### config.mk
export PLATFORM = sky130hd
export DESIGN_NAME = fp16_mul_stream
export DESIGN_NICKNAME = d
export VERILOG_FILES = /design/src/rtl/fp16_mul_stream_pkg.sv /design/src/rtl/fp16_mul_core.sv /design/src/rtl/fp16_pair_fifo.sv /design/src/rtl/fp16_mul_stream.sv
export SDC_FILE = /design/constraint.sdc
export NUM_CORES = 1
export LEC_CHECK = 0
export CAP_MARGIN = 20
export CORE_ASPECT_RATIO = 1.5
export CORE_MARGIN = 5
export CORE_UTILIZATION = 30
export CTS_BUF_LIST = sky130_fd_sc_hd__clkbuf_8
export DETAILED_ROUTE_END_ITERATION = 8
export DONT_BUFFER_PORTS = 1
export HOLD_SLACK_MARGIN = 0.03
export SYNTH_ARGS = -nofsm -noshare
export SYNTH_HDL_FRONTEND = slang
export SYNTH_SLANG_ARGS = --single-unit
### constraint.sdc
create_clock -name clk -period 23.5 [get_ports clk]
set_input_delay 3.525 -clock clk [delete_from_list [all_inputs] [get_ports clk]]
set_output_delay 3.525 -clock clk [all_outputs]
set_load 0.05 [all_outputs]
### src/rtl/fp16_mul_stream_pkg.sv
// Shared accelerator definitions for binary16 datapaths: field positions,
// special-value encodings, the operand-pair FIFO entry, and class helpers.
// No ports; imported by the streaming multiplier, its FIFO and the multiplier core.
package fp16_mul_stream_pkg;

  localparam int FP16_EXP_MSB = 14;
  localparam int FP16_EXP_LSB = 10;
  localparam int FP16_FRAC_W  = 10;
  localparam logic [4:0] FP16_EXP_MAX = 5'h1F;

  // Canonical quiet NaN emitted by the multiplier core for any invalid result.
  localparam logic [15:0] FP16_QNAN = 16'h7E00;

  // One buffered operand pair.
  typedef struct packed {
    logic [15:0] a;
    logic [15:0] b;
    logic        last;
  } pair_t;

  function automatic logic fp16_is_nan(input logic [15:0] x);
    return (x[FP16_EXP_MSB:FP16_EXP_LSB] == FP16_EXP_MAX) &&
           (x[FP16_FRAC_W-1:0] != '0);
  endfunction

  function automatic logic fp16_is_inf(input logic [15:0] x);
    return (x[FP16_EXP_MSB:FP16_EXP_LSB] == FP16_EXP_MAX) &&
           (x[FP16_FRAC_W-1:0] == '0);
  endfunction

endpackage

### src/rtl/fp16_mul_core.sv
// Purpose: combinational IEEE binary16 multiplier, round-to-nearest-even, with subnormals.
// Latency: 0 cycles (pure combinational).
// Backpressure: none; result follows the operands.
// Ports: a, b - binary16 operands; p - binary16 product (NaN results are 0x7E00).
module fp16_mul_core
  import fp16_mul_stream_pkg::*;
(
  input  logic [15:0] a,
  input  logic [15:0] b,
  output logic [15:0] p
);

  logic [4:0]        ea, eb, ea_eff, eb_eff;
  logic [10:0]       ma, mb;
  logic [21:0]       m, mn, lost_mask;
  logic [4:0]        lz;
  logic              found;
  logic signed [7:0] be, sh8;
  logic [4:0]        sh;
  logic [20:0]       shifted;
  logic              lost, guard, sticky, inc;
  logic [4:0]        exp_f;
  logic [9:0]        frac;
  logic [14:0]       rounded;
  logic              sp, a_zero, b_zero;

  always_comb begin
    ea     = a[FP16_EXP_MSB:FP16_EXP_LSB];
    eb     = b[FP16_EXP_MSB:FP16_EXP_LSB];
    sp     = a[15] ^ b[15];
    a_zero = (ea == '0) && (a[FP16_FRAC_W-1:0] == '0);
    b_zero = (eb == '0) && (b[FP16_FRAC_W-1:0] == '0);
    // Subnormals share the exponent of the smallest normal, minus the hidden bit.
    ea_eff = (ea == '0) ? 5'd1 : ea;
    eb_eff = (eb == '0) ? 5'd1 : eb;
    ma     = {ea != '0, a[FP16_FRAC_W-1:0]};
    mb     = {eb != '0, b[FP16_FRAC_W-1:0]};
    m      = {11'd0, ma} * {11'd0, mb};

    // Normalise the raw product so its leading one sits at bit 21.
    lz    = '0;
    found = 1'b0;
    for (int i = 21; i >= 0; i--) begin
      if (!found && m[i]) begin
        lz    = 5'(21 - i);
        found = 1'b1;
      end
    end
    mn = m << lz;

    // Biased result exponent for a significand of the form 1.xxx at bit 21.
    be = $signed({3'b000, ea_eff}) + $signed({3'b000, eb_eff}) - 8'sd14
         - $signed({3'b000, lz});

    // Below the normal range, denormalise by shifting right; anything shifted
    // past the guard bit only contributes to sticky.
    sh8 = 8'sd1 - be;
    if (be >= 8'sd1)       sh = 5'd0;
    else if (sh8 > 8'sd22) sh = 5'd22;
    else                   sh = sh8[4:0];

    shifted   = 21'(mn >> sh);
    lost_mask = (22'd1 << sh) - 22'd1;
    lost      = |(mn & lost_mask);

    exp_f  = (be >= 8'sd1) ? be[4:0] : 5'd0;
    frac   = shifted[20:11];
    guard  = shifted[10];
    sticky = (|shifted[9:0]) | lost;
    inc    = guard & (sticky | frac[0]);
    // A rounding carry ripples into the exponent: subnormal->normal or max->inf.
    rounded = {exp_f, frac} + {14'd0, inc};

    if (fp16_is_nan(a) || fp16_is_nan(b) ||
        (fp16_is_inf(a) && b_zero) || (fp16_is_inf(b) && a_zero))
      p = FP16_QNAN;
    else if (fp16_is_inf(a) || fp16_is_inf(b))
      p = {sp, FP16_EXP_MAX, 10'd0};
    else if (a_zero || b_zero)
      p = {sp, 15'd0};
    else if (be > 8'sd30)
      p = {sp, FP16_EXP_MAX, 10'd0};
    else
      p = {sp, rounded};
  end

endmodule

### src/rtl/fp16_pair_fifo.sv
// Purpose: DEPTH-entry circular buffer of operand pairs.
// Latency: written entry visible at head the cycle after push; no bypass.
// Backpressure: full blocks pushes (caller gates push with !full); pop ignored when empty.
// Ports: clk, rst; push/push_data in; pop in; head out; full/empty status out.
module fp16_pair_fifo
  import fp16_mul_stream_pkg::*;
#(
  parameter int DEPTH = 4
) (
  input  logic  clk,
  input  logic  rst,
  input  logic  push,
  input  pair_t push_data,
  input  logic  pop,
  output pair_t head,
  output logic  full,
  output logic  empty
);

  localparam int AW = $clog2(DEPTH);

  pair_t         mem [DEPTH];
  logic [AW-1:0] wr_ptr, rd_ptr;
  logic [AW:0]   count;
  logic          do_push, do_pop;

  assign full    = (count == (AW+1)'(DEPTH));
  assign empty   = (count == '0);
  assign do_push = push & ~full;
  assign do_pop  = pop & ~empty;
  assign head    = mem[rd_ptr];

  // Storage needs no reset: an entry is only read after being written.
  always_ff @(posedge clk) begin
    if (do_push) mem[wr_ptr] <= push_data;
  end

  always_ff @(posedge clk or posedge rst) begin
    if (rst) begin
      wr_ptr <= '0;
      rd_ptr <= '0;
      count  <= '0;
    end else begin
      if (do_push) wr_ptr <= wr_ptr + AW'(1);
      if (do_pop)  rd_ptr <= rd_ptr + AW'(1);
      case ({do_push, do_pop})
        2'b10:   count <= count + (AW+1)'(1);
        2'b01:   count <= count - (AW+1)'(1);
        default: count <= count;
      endcase
    end
  end

endmodule

### src/rtl/fp16_mul_stream.sv
// Purpose: streams operand pairs through the binary16 multiplier core into a registered output.
// Latency: pair accepted at edge N -> out_valid after edge N+1 when the output register is free.
// Backpressure: out_ready low holds the output; FIFO absorbs DEPTH more pairs, then in_ready drops.
// Ports: in_valid/in_ready/in_a/in_b/in_last upstream; out_valid/out_ready/out_data/out_last
//        downstream; flag_clr in; flag_nan/flag_inf/flag_zero sticky and prod_cnt out.
module fp16_mul_stream
  import fp16_mul_stream_pkg::*;
#(
  parameter int DEPTH = 4,
  parameter int CNT_W = 16
) (
  input  logic             clk,
  input  logic             rst,
  input  logic             in_valid,
  output logic             in_ready,
  input  logic [15:0]      in_a,
  input  logic [15:0]      in_b,
  input  logic             in_last,
  output logic             out_valid,
  input  logic             out_ready,
  output logic [15:0]      out_data,
  output logic             out_last,
  input  logic             flag_clr,
  output logic             flag_nan,
  output logic             flag_inf,
  output logic             flag_zero,
  output logic [CNT_W-1:0] prod_cnt
);

  pair_t       push_pair, head;
  logic        fifo_full, fifo_empty;
  logic        push, pop, hs;
  logic [15:0] prod;
  logic        head_nan, head_inf;
  logic        mk_nan, mk_inf, mk_zero;

  // in_ready looks only at registered FIFO state, never at out_ready.
  assign in_ready  = ~fifo_full;
  assign push      = in_valid & in_ready;
  assign pop       = ~fifo_empty & (~out_valid | out_ready);
  assign hs        = out_valid & out_ready;
  assign push_pair = {in_a, in_b, in_last};

  fp16_pair_fifo #(.DEPTH(DEPTH)) u_fifo (
    .clk       (clk),
    .rst       (rst),
    .push      (push),
    .push_data (push_pair),
    .pop       (pop),
    .head      (head),
    .full      (fifo_full),
    .empty     (fifo_empty)
  );

  fp16_mul_core u_core (
    .a (head.a),
    .b (head.b),
    .p (prod)
  );

  // Operand classes travel with the product so flags reflect the delivered pair.
  assign head_nan = fp16_is_nan(head.a) | fp16_is_nan(head.b);
  assign head_inf = fp16_is_inf(head.a) | fp16_is_inf(head.b);
  assign mk_zero  = (out_data[14:0] == '0);

  always_ff @(posedge clk or posedge rst) begin
    if (rst) begin
      out_valid <= 1'b0;
      out_data  <= '0;
      out_last  <= 1'b0;
      mk_nan    <= 1'b0;
      mk_inf    <= 1'b0;
    end else if (pop) begin
      out_valid <= 1'b1;
      out_data  <= prod;
      out_last  <= head.last;
      mk_nan    <= head_nan;
      mk_inf    <= head_inf;
    end else if (out_ready) begin
      out_valid <= 1'b0;
    end
  end

  // A delivery coinciding with a clear is not lost: it becomes the first event
  // after the clear.
  always_ff @(posedge clk or posedge rst) begin
    if (rst) begin
      flag_nan  <= 1'b0;
      flag_inf  <= 1'b0;
      flag_zero <= 1'b0;
      prod_cnt  <= '0;
    end else if (flag_clr) begin
      flag_nan  <= hs & mk_nan;
      flag_inf  <= hs & mk_inf;
      flag_zero <= hs & mk_zero;
      prod_cnt  <= hs ? CNT_W'(1) : '0;
    end else if (hs) begin
      flag_nan  <= flag_nan  | mk_nan;
      flag_inf  <= flag_inf  | mk_inf;
      flag_zero <= flag_zero | mk_zero;
      prod_cnt  <= prod_cnt + CNT_W'(1);
    end
  end

endmodule

=== Word level (Yosys, flattened, before mapping) ===
Memory sizes are Yosys's and may differ from the RTL's.
Index checks and enable logic that the tools add are counted.
W data, S select, Z words.

* Bits in registers: 46
* Bits in writable memories: 132
* Input port bits: 38
* Output and inout port bits: 38
* Word-level logic and storage cells: 193
* Memories: 1

* Add/subtract/negate cells: 11
* Multiply operators: 1
* $lt $le $gt $ge: 3
* Equality and inequality tests: 5
* Shift-type cells: 3
* Mux-type cells: 65
* Bitwise gates (word level): 22
* Reductions and logical operators: 70

{| class="wikitable"
|+ Memory list
! name !! words !! width !! rd ports !! clocked after Yosys merged registers in !! write ports !! line !! source
|-
| u_fifo.mem || 4 || 33 || 1 || 0 || 1 || fp16_pair_fifo.sv:22 || <nowiki>pair_t mem [DEPTH];</nowiki>
|}

{| class="wikitable"
|+ Operators with widths
! cell !! number
|-
| $mux W5 || 11
|-
| $mux W16 || 3
|-
| $mux W15 || 3
|-
| $mux W1 || 33
|-
| $mux W4 || 8
|-
| $logic_and A1 B1 Y1 || 29
|-
| $and A22 B22 Y22 || 1
|-
| $mul A11 B11 Y22 || 1
|-
| $reduce_or A22 Y1 || 1
|-
| $shl A1 B5 Y22 const A || 1
|-
| $shl A22 B5 Y22 || 1
|-
| $shr A22 B5 Y21 || 1
|-
| $sub A22 B1 Y22 const B || 1
|-
| $logic_not A1 Y1 || 21
|-
| $logic_not A10 Y1 || 2
|-
| $reduce_bool A10 Y1 || 2
|-
| $add A16 B1 Y16 const B || 1
|-
| $gt A8 B6 Y1 const B || 2
|-
| $add A15 B1 Y15 || 1
|-
| $logic_not A15 Y1 || 1
|-
| $mux W3 || 4
|-
| $eq A5 B5 Y1 const B || 2
|-
| $logic_not A5 Y1 || 2
|-
| $reduce_bool A5 Y1 || 2
|-
| other kinds (21) || 46
|}

=== Logic depth before layout (Yosys ltp) ===
Gate-level depths: netlist of the first run.
An unclocked memory read counts as a cell.

* Depth after elaboration: 84
* Mapped depth: 56

=== Cells and area by module ===
Synthesis of the first run repeated with hierarchy kept, for this count alone.

* Cells, all modules: 1786
* Area, all modules: 16971.3 µm²

{| class="wikitable"
|+ Modules (own cells, without submodules)
! module !! times used !! cells each !! area each (µm²) !! sequential area each (µm²)
|-
| fp16_mul_core || 1 || 1374 || 9907.0 || 0.0
|-
| fp16_pair_fifo || 1 || 211 || 5242.5 || 4139.0
|-
| fp16_mul_stream || 1 || 201 || 1821.7 || 975.9
|}

=== Least setup slack after synthesis of the first run ===
Ideal clock, no wire load.

* Path kind: flip-flop to flip-flop
* Start: register u_fifo.rd_ptr[0]
* End: register out_data[0]
* Library setup time: 128 ps
* Data arrival time: 13052 ps
* Data required time: 23372 ps
* Path slack: 10319 ps
* Stages on the path, launching flop included: 54
* Buffers on the path: 8
* Clock period less this slack: 13181 ps
* Cell sequence: dfrtp_1 > buf_2 > buf_1 > mux4_2 > or4_1 > nor2_1 > nor2b_1 > fa_1 > inv_1 > fa_1 > inv_1 > fa_1 > fa_1 > inv_1 > fa_1 > inv_1 > ha_1 > buf_2 > [18 not listed] > mux2_2 > a2bb2oi_1 > o221a_2 > nor2_1 > nand2_1 > clkbuf_1 > buf_1 > nand3_1 > ha_1 > clkbuf_1 > a21oi_1 > o21ai_0 > a221oi_1 > o21ai_0 > a2111oi_0 > nand4_1 > nor4_1 > a21oi_1

* Longest elaborated chain between the ends: 84
* Elaborated cells between the ends (all ways): 135
* Classes of those cells: 6 x add/sub; 1 x mul; 3 x order compare; 2 x eq/ne; 3 x shift; 50 x mux; 4 x bitwise; 65 x reduce/logical; 1 x memory

{| class="wikitable"
|+ Ends and longest elaborated chain
! element !! line !! source
|-
| start: declaration || fp16_pair_fifo.sv:23 || <nowiki>logic [AW-1:0] wr_ptr, rd_ptr;</nowiki>
|-
| start signal: assignment || fp16_pair_fifo.sv:45 || <nowiki>if (do_pop) rd_ptr <= rd_ptr + AW'(1);</nowiki>
|-
| $mem_v2 Z4 W33 (*) || n/a ||
|-
| $reduce_bool A5 Y1, on equally long branches || fp16_mul_core.sv:36, fp16_mul_core.sv:37 ||
|-
| $mul A11 B11 Y22 || fp16_mul_core.sv:38 || <nowiki>m = {11'd0, ma} * {11'd0, mb};</nowiki>
|-
| $mux W1 || fp16_mul_core.sv:44 || <nowiki>if (!found && m[i]) begin</nowiki>
|-
| $logic_not A1 Y1 || fp16_mul_core.sv:44 ||
|-
| $logic_and A1 B1 Y1 || fp16_mul_core.sv:44 ||
|-
| $mux W1 || fp16_mul_core.sv:44 ||
|-
| $logic_not A1 Y1 || fp16_mul_core.sv:44 ||
|-
| [68 not listed] || n/a ||
|-
| $or A1 B1 Y1 || fp16_mul_core.sv:69 || <nowiki>sticky = (|shifted[9:0]) | lost;</nowiki>
|-
| $or A1 B1 Y1 || fp16_mul_core.sv:70 || <nowiki>inc = guard & (sticky | frac[0]);</nowiki>
|-
| $and A1 B1 Y1 || fp16_mul_core.sv:70 ||
|-
| $add A15 B1 Y15 || fp16_mul_core.sv:72 || <nowiki>rounded = {exp_f, frac} + {14'd0, inc};</nowiki>
|-
| $mux W15 || fp16_mul_core.sv:81 || <nowiki>else if (be > 8'sd30)</nowiki>
|-
| $mux W15 || fp16_mul_core.sv:79 || <nowiki>else if (a_zero || b_zero)</nowiki>
|-
| $mux W15 || fp16_mul_core.sv:77 || <nowiki>else if (fp16_is_inf(a) || fp16_is_inf(b))</nowiki>
|-
| $mux W16 (*) || fp16_mul_core.sv:74 || <nowiki>if (fp16_is_nan(a) || fp16_is_nan(b) ||</nowiki>
|-
| end signal: assignment || fp16_mul_stream.sv:75 || <nowiki>out_data <= prod;</nowiki>
|-
| end: declaration || fp16_mul_stream.sv:21 || <nowiki>output logic [15:0] out_data,</nowiki>
|}

Every way passes the cells marked *; elsewhere a longest branch is shown, timed or not.
A chain may end at the register's enable or synchronous reset.

=== Worst setup path in the final report of the first run ===
Same ends and word-level chain as after synthesis.

==> results.json, run 1 <==
{
  "numPlacedInstances": 2191,
  "seq_area_frac_synth_pct": 33.0,
  "ys_types": 103,
  "utilization_pct": 32.2,
  "regArea_um2": 5120,
  "cp_common_cell": "fa_1",
  "max-cap-violations": 0,
  "place_ws_ns": 8.78,
  "status": "complete, no violations",
  "yosysWarnings": 0,
  "gp_congestion": 0.991,
  "critPathMaxFanout": 34,
  "area_growth_pct": 6.85,
  "cts-root-buf": "clkbuf_8",
  "grt_use_total_pct": 15.2,
  "synth-xor-area-share_pct": 2.84,
  "synth_compound_area_share_pct": 16.8,
  "final_hold_viol_count": 0,
  "insertion_delay_ns": 0.48,
  "slew_headroom_pct": 35.3,
  "first_iter_violations": 729,
  "initial_core_util_pct": 30.1,
  "crit_slowest_cell": "nor3_1",
  "cp_num_buf_inv": 8,
  "clkTransAtPathRegs_ns": 0.11,
  "slew_viol_final": 0,
  "vias": 12112,
  "route.detailed.wl_per_inst_um": 19.3,
  "setup_viol": 0,
  "final.fill_count": 5209,
  "hold_depth": 2,
  "hpwl_mm": 33.8,
  "synth_top_area_cell": "edfxtp_1",
  "cts-hold-fix-buffers": 0,
  "yosys-top-cells-area": "edfxtp_1 (26%), fa_1 (11%), dfrtp_1 (7.4%)",
  "synthMuxAreaShare_pct": 6.49,
  "dieArea_um2": 56300,
  "hold_class": "reg -> reg",
  "crit_type": "reg -> reg",
  "worst_ep_required_time_ns": 23.87,
  "max_clock_freq_ghz": 0.0672,
  "wl_mm": 43.0,
  "multi_input_area_um2": 9430,
  "synth-edff-count": 132,
  "yosysTopAreaCellShare_pct": 25.6,
  "synth_simple_gate_area_share_pct": 17.0,
  "core_region_area_um2": 51400,
  "grt_pass1_vias": 12920,
  "cts_buffers": 17,
  "synth_top_family_by_area": "adder cells",
  "cp.depth": 45,
  "synthesis.instances": 1580,
  "drt-pass1-iter-count": 5,
  "die_h_um": 288,
  "antenna_found_initial": 1,
  "grt_max_degree": 47,
  "rows": 102,
  "tightest_slew_ns": 0.963,
  "drc_errors": 0,
  "async_flop_share_pct": 25.8,
  "critPathLaunchType": "register",
  "synth.avg_cell_area_um2": 9.80,
  "post_cts_resized": 0,
  "cp.arrival_ns": 15.24,
  "cpPeakStageDelay_ns": 0.82,
  "setup_ws_ns": 8.62,
  "syn_nets": 1787,
  "grt_pass1_wl_mm": 69.5,
  "period_share_pct": 63.3,
  "cts_tree": "yes",
  "clockBufferDepth": 2,
  "tns_ns": 0,
  "rsz0062_at_grt": "false",
  "die_w_um": 195,
  "cpLargestDelayFamily": "adder cells",
  "fin_skew_ns": 0.0311,
  "synthFlopType": "edfxtp_1",
  "final_cell_mix": "nand2_1 (175), inv_1 (153), edfxtp_1 (132)",
  "fin_cells": 2225,
  "fin_nets": 1742,
  "portBuffers": 0,
  "crit_path_end_kind": "register",
  "detail-route-antenna-nets": 0,
  "grt_overflow": 0,
  "synth.cell_area_um2": 15500,
  "ctsHtreeMaxLevel": 4,
  "layout-drive-gt1-share_pct": 9.30,
  "via_per_inst": 5.44,
  "ys_seq_elements": 178,
  "r2r_cells": 45,
  "cts.sinks": 178,
  "synthAdderAreaFrac_pct": 17.7,
  "io-pin-count": 76,
  "fin_crit_ns": 14.88,
  "final_common_cell": "nand2_1",
  "postCtsSetupBuffers": 0
}
state kept, by name, summed over array words and instances (netlist names), 2 cells and up:
register and cells:
out_data 16, prod_cnt 16, u_fifo.count 3, u_fifo.mem 132, u_fifo.rd_ptr 2, u_fifo.wr_ptr 2
cell usage after synthesis, drive strengths merged (11+ instances only):
cell    number
nand2      177
inv        156
edfxtp     132
nor2       100
a21oi       90
ha          86
fa          83
and2        75
o21ai       74
clkbuf      57
dfrtp       46
nor3        40
mux4        32
a211oi      26
buf         26
xnor2       26
nand3       25
xor2        22
mux2i       16
a21o        15
and3        15
nand4       15
or3         14
a31oi       13
nor4        13
a221oi      12
nand2b      12
nor2b       12
o211ai      11
o221ai      11
worst paths after layout:
kind	to	start	slack, ns
worst max-delay path	out_data[0]	u_fifo.rd_ptr[0]	8.62
worst min-delay path	flag_inf	mk_inf	0.51
worst max register to register	out_data[0]	u_fifo.rd_ptr[0]	8.62
worst min register to register	flag_inf	mk_inf	0.51
max in group asynchronous	u_fifo.rd_ptr[0]	rst	20.26
min in group asynchronous	prod_cnt[12]	rst	2.78
tightest hold or removal path, stage by stage, from the launching register on:
cell	delay, ns
dfrtp_1	0.38
nand2_1	0.05
o21ai_0	0.06
stage by stage:
stage / hold slack, ns / instance area (um^2)
floorplan: 0.446 / 15500
CTS: 0.511 / 16500
global route: 0.522 / 16500
detailed placement: 0.498 / 16100
global placement: 0.485 / 16100
finish: 0.509 / 16500
cell families (layout without fill, tap and decap cells):
group,after synthesis,in the layout
AND/OR/NAND/NOR,524,524
AO/OA/AOI/OAI,364,364
buffers and inverters,239,207
flip-flops,178,178
adder cells (fa/ha/maj),169,169
multiplexers,58,58
XOR/XNOR,48,48
other,0,1
metal layers:
metal	routed length (um)	share of wire [%]	track usage [%]	vias to the layer above
met5	0	0	0	-
met4	3030	7.0	10.2	0
met3	1420	3.3	1.82	165
met2	23100	54	28.7	403
met1	15500	36	15.7	5958
li1	-	-	-	5586
area by class of cell:
| class | instances | area share, % |
|---|---|---|
| sequential | 178 | 30.9 |
| clock inverter | 13 | 0.877 |
| antenna | 1 | 0.0151 |
| multi-input combinational | 1163 | 57.0 |
| tap | 676 | 5.11 |
| timing repair buffer | 19 | 0.938 |
| clock buffer | 19 | 1.58 |
| inverter | 156 | 3.56 |
Power of run 1 is not shown: default switching activity piles up to over one toggle a cycle in this logic, so the estimate is an artifact.
==> inputs of run 2 (changes only) <==
==> constraint.sdc (replaced) <==
create_clock -name clk -period 12.84 [get_ports clk]
set_input_delay 1.926 -clock clk [delete_from_list [all_inputs] [get_ports clk]]
set_output_delay 1.926 -clock clk [all_outputs]
set_load 0.05 [all_outputs]
==> run 2 against run 1 <==
First-iteration DRC count shrank 10%. Core utilization grew 0.56 points. Worst setup slack lost 8.0 ns. Design area grew 1.8%. Largest cell class unchanged.
==> results.json, run 2 (synthesis results as in run 1) <==
{
  "gp_congestion": 0.961,
  "rows": 102,
  "final_common_cell": "nand2_1",
  "tightest_slew_ns": 1.14,
  "io-pin-count": 76,
  "r2r_cells": 47,
  "route.detailed.wl_per_inst_um": 19.3,
  "dieArea_um2": 56300,
  "drc_errors": 0,
  "grt_pass1_wl_mm": 69.3,
  "portBuffers": 0,
  "crit_path_end_kind": "register",
  "area_growth_pct": 8.72,
  "cp.arrival_ns": 12.62,
  "cts-root-buf": "clkbuf_8",
  "grt_use_total_pct": 15.3,
  "initial_core_util_pct": 30.1,
  "reg.largest.list": "u_fifo.mem: 132 flops, out_data: 16 flops, prod_cnt: 16 flops",
  "die_h_um": 288,
  "crit_type": "reg -> reg",
  "dpl_cell_area_um2": 16300,
  "setup_viol": 0,
  "ctsHtreeMaxLevel": 4,
  "hold_class": "reg -> reg",
  "drt-pass1-iter-count": 5,
  "final.fill_count": 5232,
  "fin_crit_ns": 12.23,
  "vias": 12166,
  "layout-drive-gt1-share_pct": 11.6,
  "grt_pass1_vias": 12577,
  "core_region_area_um2": 51400,
  "grt_overflow": 0,
  "fin_skew_ns": 0.0259,
  "critPathLaunchType": "register",
  "first_iter_violations": 655,
  "multi_input_area_um2": 9480,
  "slew_viol_final": 0,
  "grt_max_degree": 47,
  "period_share_pct": 95.3,
  "regArea_um2": 5120,
  "insertion_delay_ns": 0.49,
  "hold_depth": 1,
  "cts-hold-fix-buffers": 0,
  "via_per_inst": 5.39,
  "max_clock_freq_ghz": 0.0818,
  "final_hold_viol_count": 0,
  "hpwl_mm": 34.4,
  "die_w_um": 195,
  "cts_buffers": 17,
  "fin_nets": 1774,
  "cts_tree": "yes",
  "worst_ep_required_time_ns": 13.22,
  "final_area_um2": 16800,
  "clkTransAtPathRegs_ns": 0.11,
  "clockBufferDepth": 2,
  "cpPeakStageDelay_ns": 0.60,
  "slew_headroom_pct": 23.5,
  "largest_register_ffs": 132,
  "detail-route-antenna-nets": 0,
  "status": "complete, no violations",
  "critPathMaxFanout": 29,
  "regMostFlops": "u_fifo.mem",
  "crit_slowest_cell": "or4_4",
  "wl_mm": 43.6,
  "final_cell_mix": "nand2_1 (175), inv_1 (153), edfxtp_1 (132)",
  "antenna_found_initial": 1,
  "cts.sinks": 178,
  "max-cap-violations": 0
}
==> run 2: per-stage QoR <==
step	TNS (ns)	setup WS, ns	utilization [%]	hold WS (ns)	std cells
finish	0	0.608	32.7	0.503	2257
global route	-0.00748	-0.00748	32.7	0.530	2257
CTS	0	0.344	32.5	0.508	2252
detailed placement	0	0.364	31.8	0.488	2220
global placement	0	0.483	31.8	0.477	2220
floorplan	0	0.0432	-	0.446	1580
==> run 2: layout make-up <==
cell class,count,share of cell area (%)
multi-input cells,1163,56.3
flip-flops and latches,178,30.4
well taps,676,5.03
inverters,156,3.49
repair buffers,51,2.39
clock buffers,18,1.47
clock inverters,14,0.914
diodes,1,0.0149
==> run 2: timing repair <==
| action | in CTS | in global routing |
|---|---|---|
| resized for setup | 0 | 15 |
| buffers inserted | 0 | 3 |
| setup endpoints to repair | 0 | 14 |
==> run 2: worst max-delay path: cells and delay by family, from the launching register on <==
family	cells	cell delay (ns)
AO/OA/AOI/OAI	12	2.80
XOR/XNOR	1	0.17
adder cells (fa/ha/maj)	11	4.43
buffers and inverters	9	0.83
flip-flops	1	0.47
multiplexers	2	0.82
AND/OR/NAND/NOR	12	2.55
==> run 2: final timing paths <==
kind | to | from | slack [ns]
min in group asynchronous | prod_cnt[15] | rst | 1.20
worst max register to register | out_data[8] | u_fifo.rd_ptr[0] | 0.61
worst min register to register | u_fifo.count[0] | u_fifo.count[0] | 0.50
worst max-delay path | out_data[8] | u_fifo.rd_ptr[0] | 0.61
worst min-delay path | u_fifo.count[0] | u_fifo.count[0] | 0.50
max in group asynchronous | u_fifo.rd_ptr[0] | rst | 11.14
==> run 2: per-layer routing <==
layer | up-vias | share of wire, % | global-route usage (%)
met5 | - | 0 | 0
met3 | 136 | 4.0 | 1.94
li1 | 5663 | - | -
met1 | 5991 | 36 | 16.4
met2 | 376 | 54 | 29.1
met4 | 0 | 5.4 | 8.07
Power of run 2 is left out for the same reason.
==> inputs of run 3 (changes only) <==
--- a/config.mk
+++ b/config.mk
@@ -8,11 +8,12 @@
 export CAP_MARGIN = 20
 export CORE_ASPECT_RATIO = 1.5
 export CORE_MARGIN = 5
-export CORE_UTILIZATION = 30
+export CORE_UTILIZATION = 50
 export CTS_BUF_LIST = sky130_fd_sc_hd__clkbuf_8
 export DETAILED_ROUTE_END_ITERATION = 8
 export DONT_BUFFER_PORTS = 1
 export HOLD_SLACK_MARGIN = 0.03
+export PLACE_DENSITY = 0.68
 export SYNTH_ARGS = -nofsm -noshare
 export SYNTH_HDL_FRONTEND = slang
 export SYNTH_SLANG_ARGS = --single-unit
==> run 3 against run 2 <==
Final cell count is 12% lower. Non-clock buffer count fell by 5. Design area is 2.2% lower. Critical path depth decreased by 1. Die area shrank 38%. Routed wire length fell by 7.5%. Sequential cell count did not move. First-iteration DRC count is 22% higher. Sequential share of layout area increased by 0.68 points. Clock skew decreased by 0.0013 ns. Largest cell class unchanged.
==> results.json, run 3 (synthesis results as in run 1) <==
{
  "die_h_um": 226,
  "cp_common_cell": "fa_1",
  "tightest_slew_ns": 0.900,
  "grt_pass1_wl_mm": 64.7,
  "final_hold_viol_count": 0,
  "fin_crit_ns": 12.29,
  "largest_register_ffs": 132,
  "drc_errors": 0,
  "slew_viol_final": 0,
  "area_growth_pct": 6.35,
  "max_clock_freq_ghz": 0.0814,
  "drt-pass1-iter-count": 6,
  "final_area_um2": 16500,
  "crit_type": "reg -> reg",
  "fin_nets": 1769,
  "slew_headroom_pct": 39.5,
  "cts_buffers": 17,
  "hpwl_mm": 31.5,
  "status": "complete, no violations",
  "grt_use_total_pct": 23.2,
  "via_per_inst": 6.14,
  "grt_overflow": 0,
  "grt_max_degree": 47,
  "critPathMaxFanout": 29,
  "setup_viol": 0,
  "period_share_pct": 95.7,
  "antenna_found_initial": 0,
  "insertion_delay_ns": 0.47,
  "worstHoldEndpoint": "out_valid",
  "layout-drive-gt1-share_pct": 11.5,
  "gp_congestion": 0.981,
  "die_w_um": 154,
  "regMostFlops": "u_fifo.mem",
  "worst_ep_required_time_ns": 13.20,
  "r2r-start": "u_fifo.rd_ptr[0]",
  "clockBufferDepth": 2,
  "dieArea_um2": 34700,
  "fin_skew_ns": 0.0246,
  "grt_pass1_vias": 12454,
  "ctsHtreeMaxLevel": 4,
  "cts.sinks": 178,
  "cts-root-buf": "clkbuf_8",
  "core_region_area_um2": 30800,
  "dpl_cell_area_um2": 16000,
  "vias": 12151,
  "cp.arrival_ns": 12.66,
  "rr_endpoint": "out_data[8]",
  "min_from": "u_fifo.count[1]",
  "hold_class": "reg -> reg",
  "setup_ws_ns": 0.548,
  "route.detailed.wl_per_inst_um": 20.4,
  "wl_mm": 40.4,
  "final_cell_mix": "nand2_1 (173), inv_1 (152), edfxtp_1 (132)",
  "io-pin-count": 76,
  "utilization_pct": 53.4,
  "critPathLaunchType": "register",
  "clkTransAtPathRegs_ns": 0.10,
  "reg.largest.list": "u_fifo.mem: 132 flops, out_data: 16 flops, prod_cnt: 16 flops",
  "place_ws_ns": 0.162,
  "final_common_cell": "nand2_1",
  "rrSetupSlack_ns": 0.55,
  "first_iter_violations": 801,
  "hold_slack_ns": 0.496,
  "initial_core_util_pct": 50.2,
  "detail-route-antenna-nets": 0,
  "crit_slowest_cell": "or4_1",
  "crit_path_end_kind": "register",
  "cts_tree": "yes",
  "diodes": 0,
  "rows": 79,
  "cpPeakStageDelay_ns": 0.55,
  "hold_depth": 2,
  "portBuffers": 0,
  "max-cap-violations": 0,
  "r2r_cells": 46
}
==> run 3: area by class of cell <==
type	count	area (um^2)
multi-input combinational	1163	9530
inverter	156	588
sequential	178	5120
fill	2833	14400
clock inverter	15	114
tap	405	507
clock buffer	17	234
timing repair buffer	46	375
==> run 3: worst max-delay path by stage <==
| stage | from | to | slack (ns) | depth (start not counted) |
|---|---|---|---|---|
| 5_1_grt | u_fifo.rd_ptr[0] | out_data[0] | -0.06 | 47 |
| 6_report | u_fifo.rd_ptr[0] | out_data[8] | 0.55 | 46 |
| 3_3_place_gp | u_fifo.rd_ptr[0] | out_data[0] | 0.23 | 41 |
| 2_1_floorplan | u_fifo.rd_ptr[0] | out_data[0] | 0.04 | 53 |
| 4_1_cts | u_fifo.rd_ptr[0] | out_data[0] | 0.09 | 40 |
| 3_5_place_dp | u_fifo.rd_ptr[0] | out_data[0] | 0.16 | 40 |
==> run 3: what timing repair did <==
| action | in CTS | in global routing |
|---|---|---|
| resized for setup | 0 | 23 |
| endpoints found under the setup margin | 0 | 15 |
| buffers inserted | 0 | 3 |
| hold buffers | 0 | 0 |
==> run 3: worst max-delay path: cells and delay by family (launching register included) <==
family	cells	cell delay (ns)
XOR/XNOR	1	0.18
buffers and inverters	9	0.93
AND/OR/NAND/NOR	12	2.42
multiplexers	2	0.80
AO/OA/AOI/OAI	12	3.17
adder cells (fa/ha/maj)	10	4.22
flip-flops	1	0.45
==> run 3: per-layer routing <==
layer	track usage, %	share of wire [%]	up-vias
li1	-	-	5654
met5	0	0	-
met3	3.55	4.2	146
met2	42.3	52	383
met1	25.9	38	5968
met4	12.6	5.8	0
==> run 3: metrics by stage <==
step | setup TNS, ns | instances
5_1_grt | -0.0941 | 1980
2_1_floorplan | 0 | 1580
3_5_place_dp | 0 | 1942
4_1_cts | 0 | 1974
3_3_place_gp | 0 | 1942
6_report | 0 | 1980
Power of run 3 is left out for the same reason.
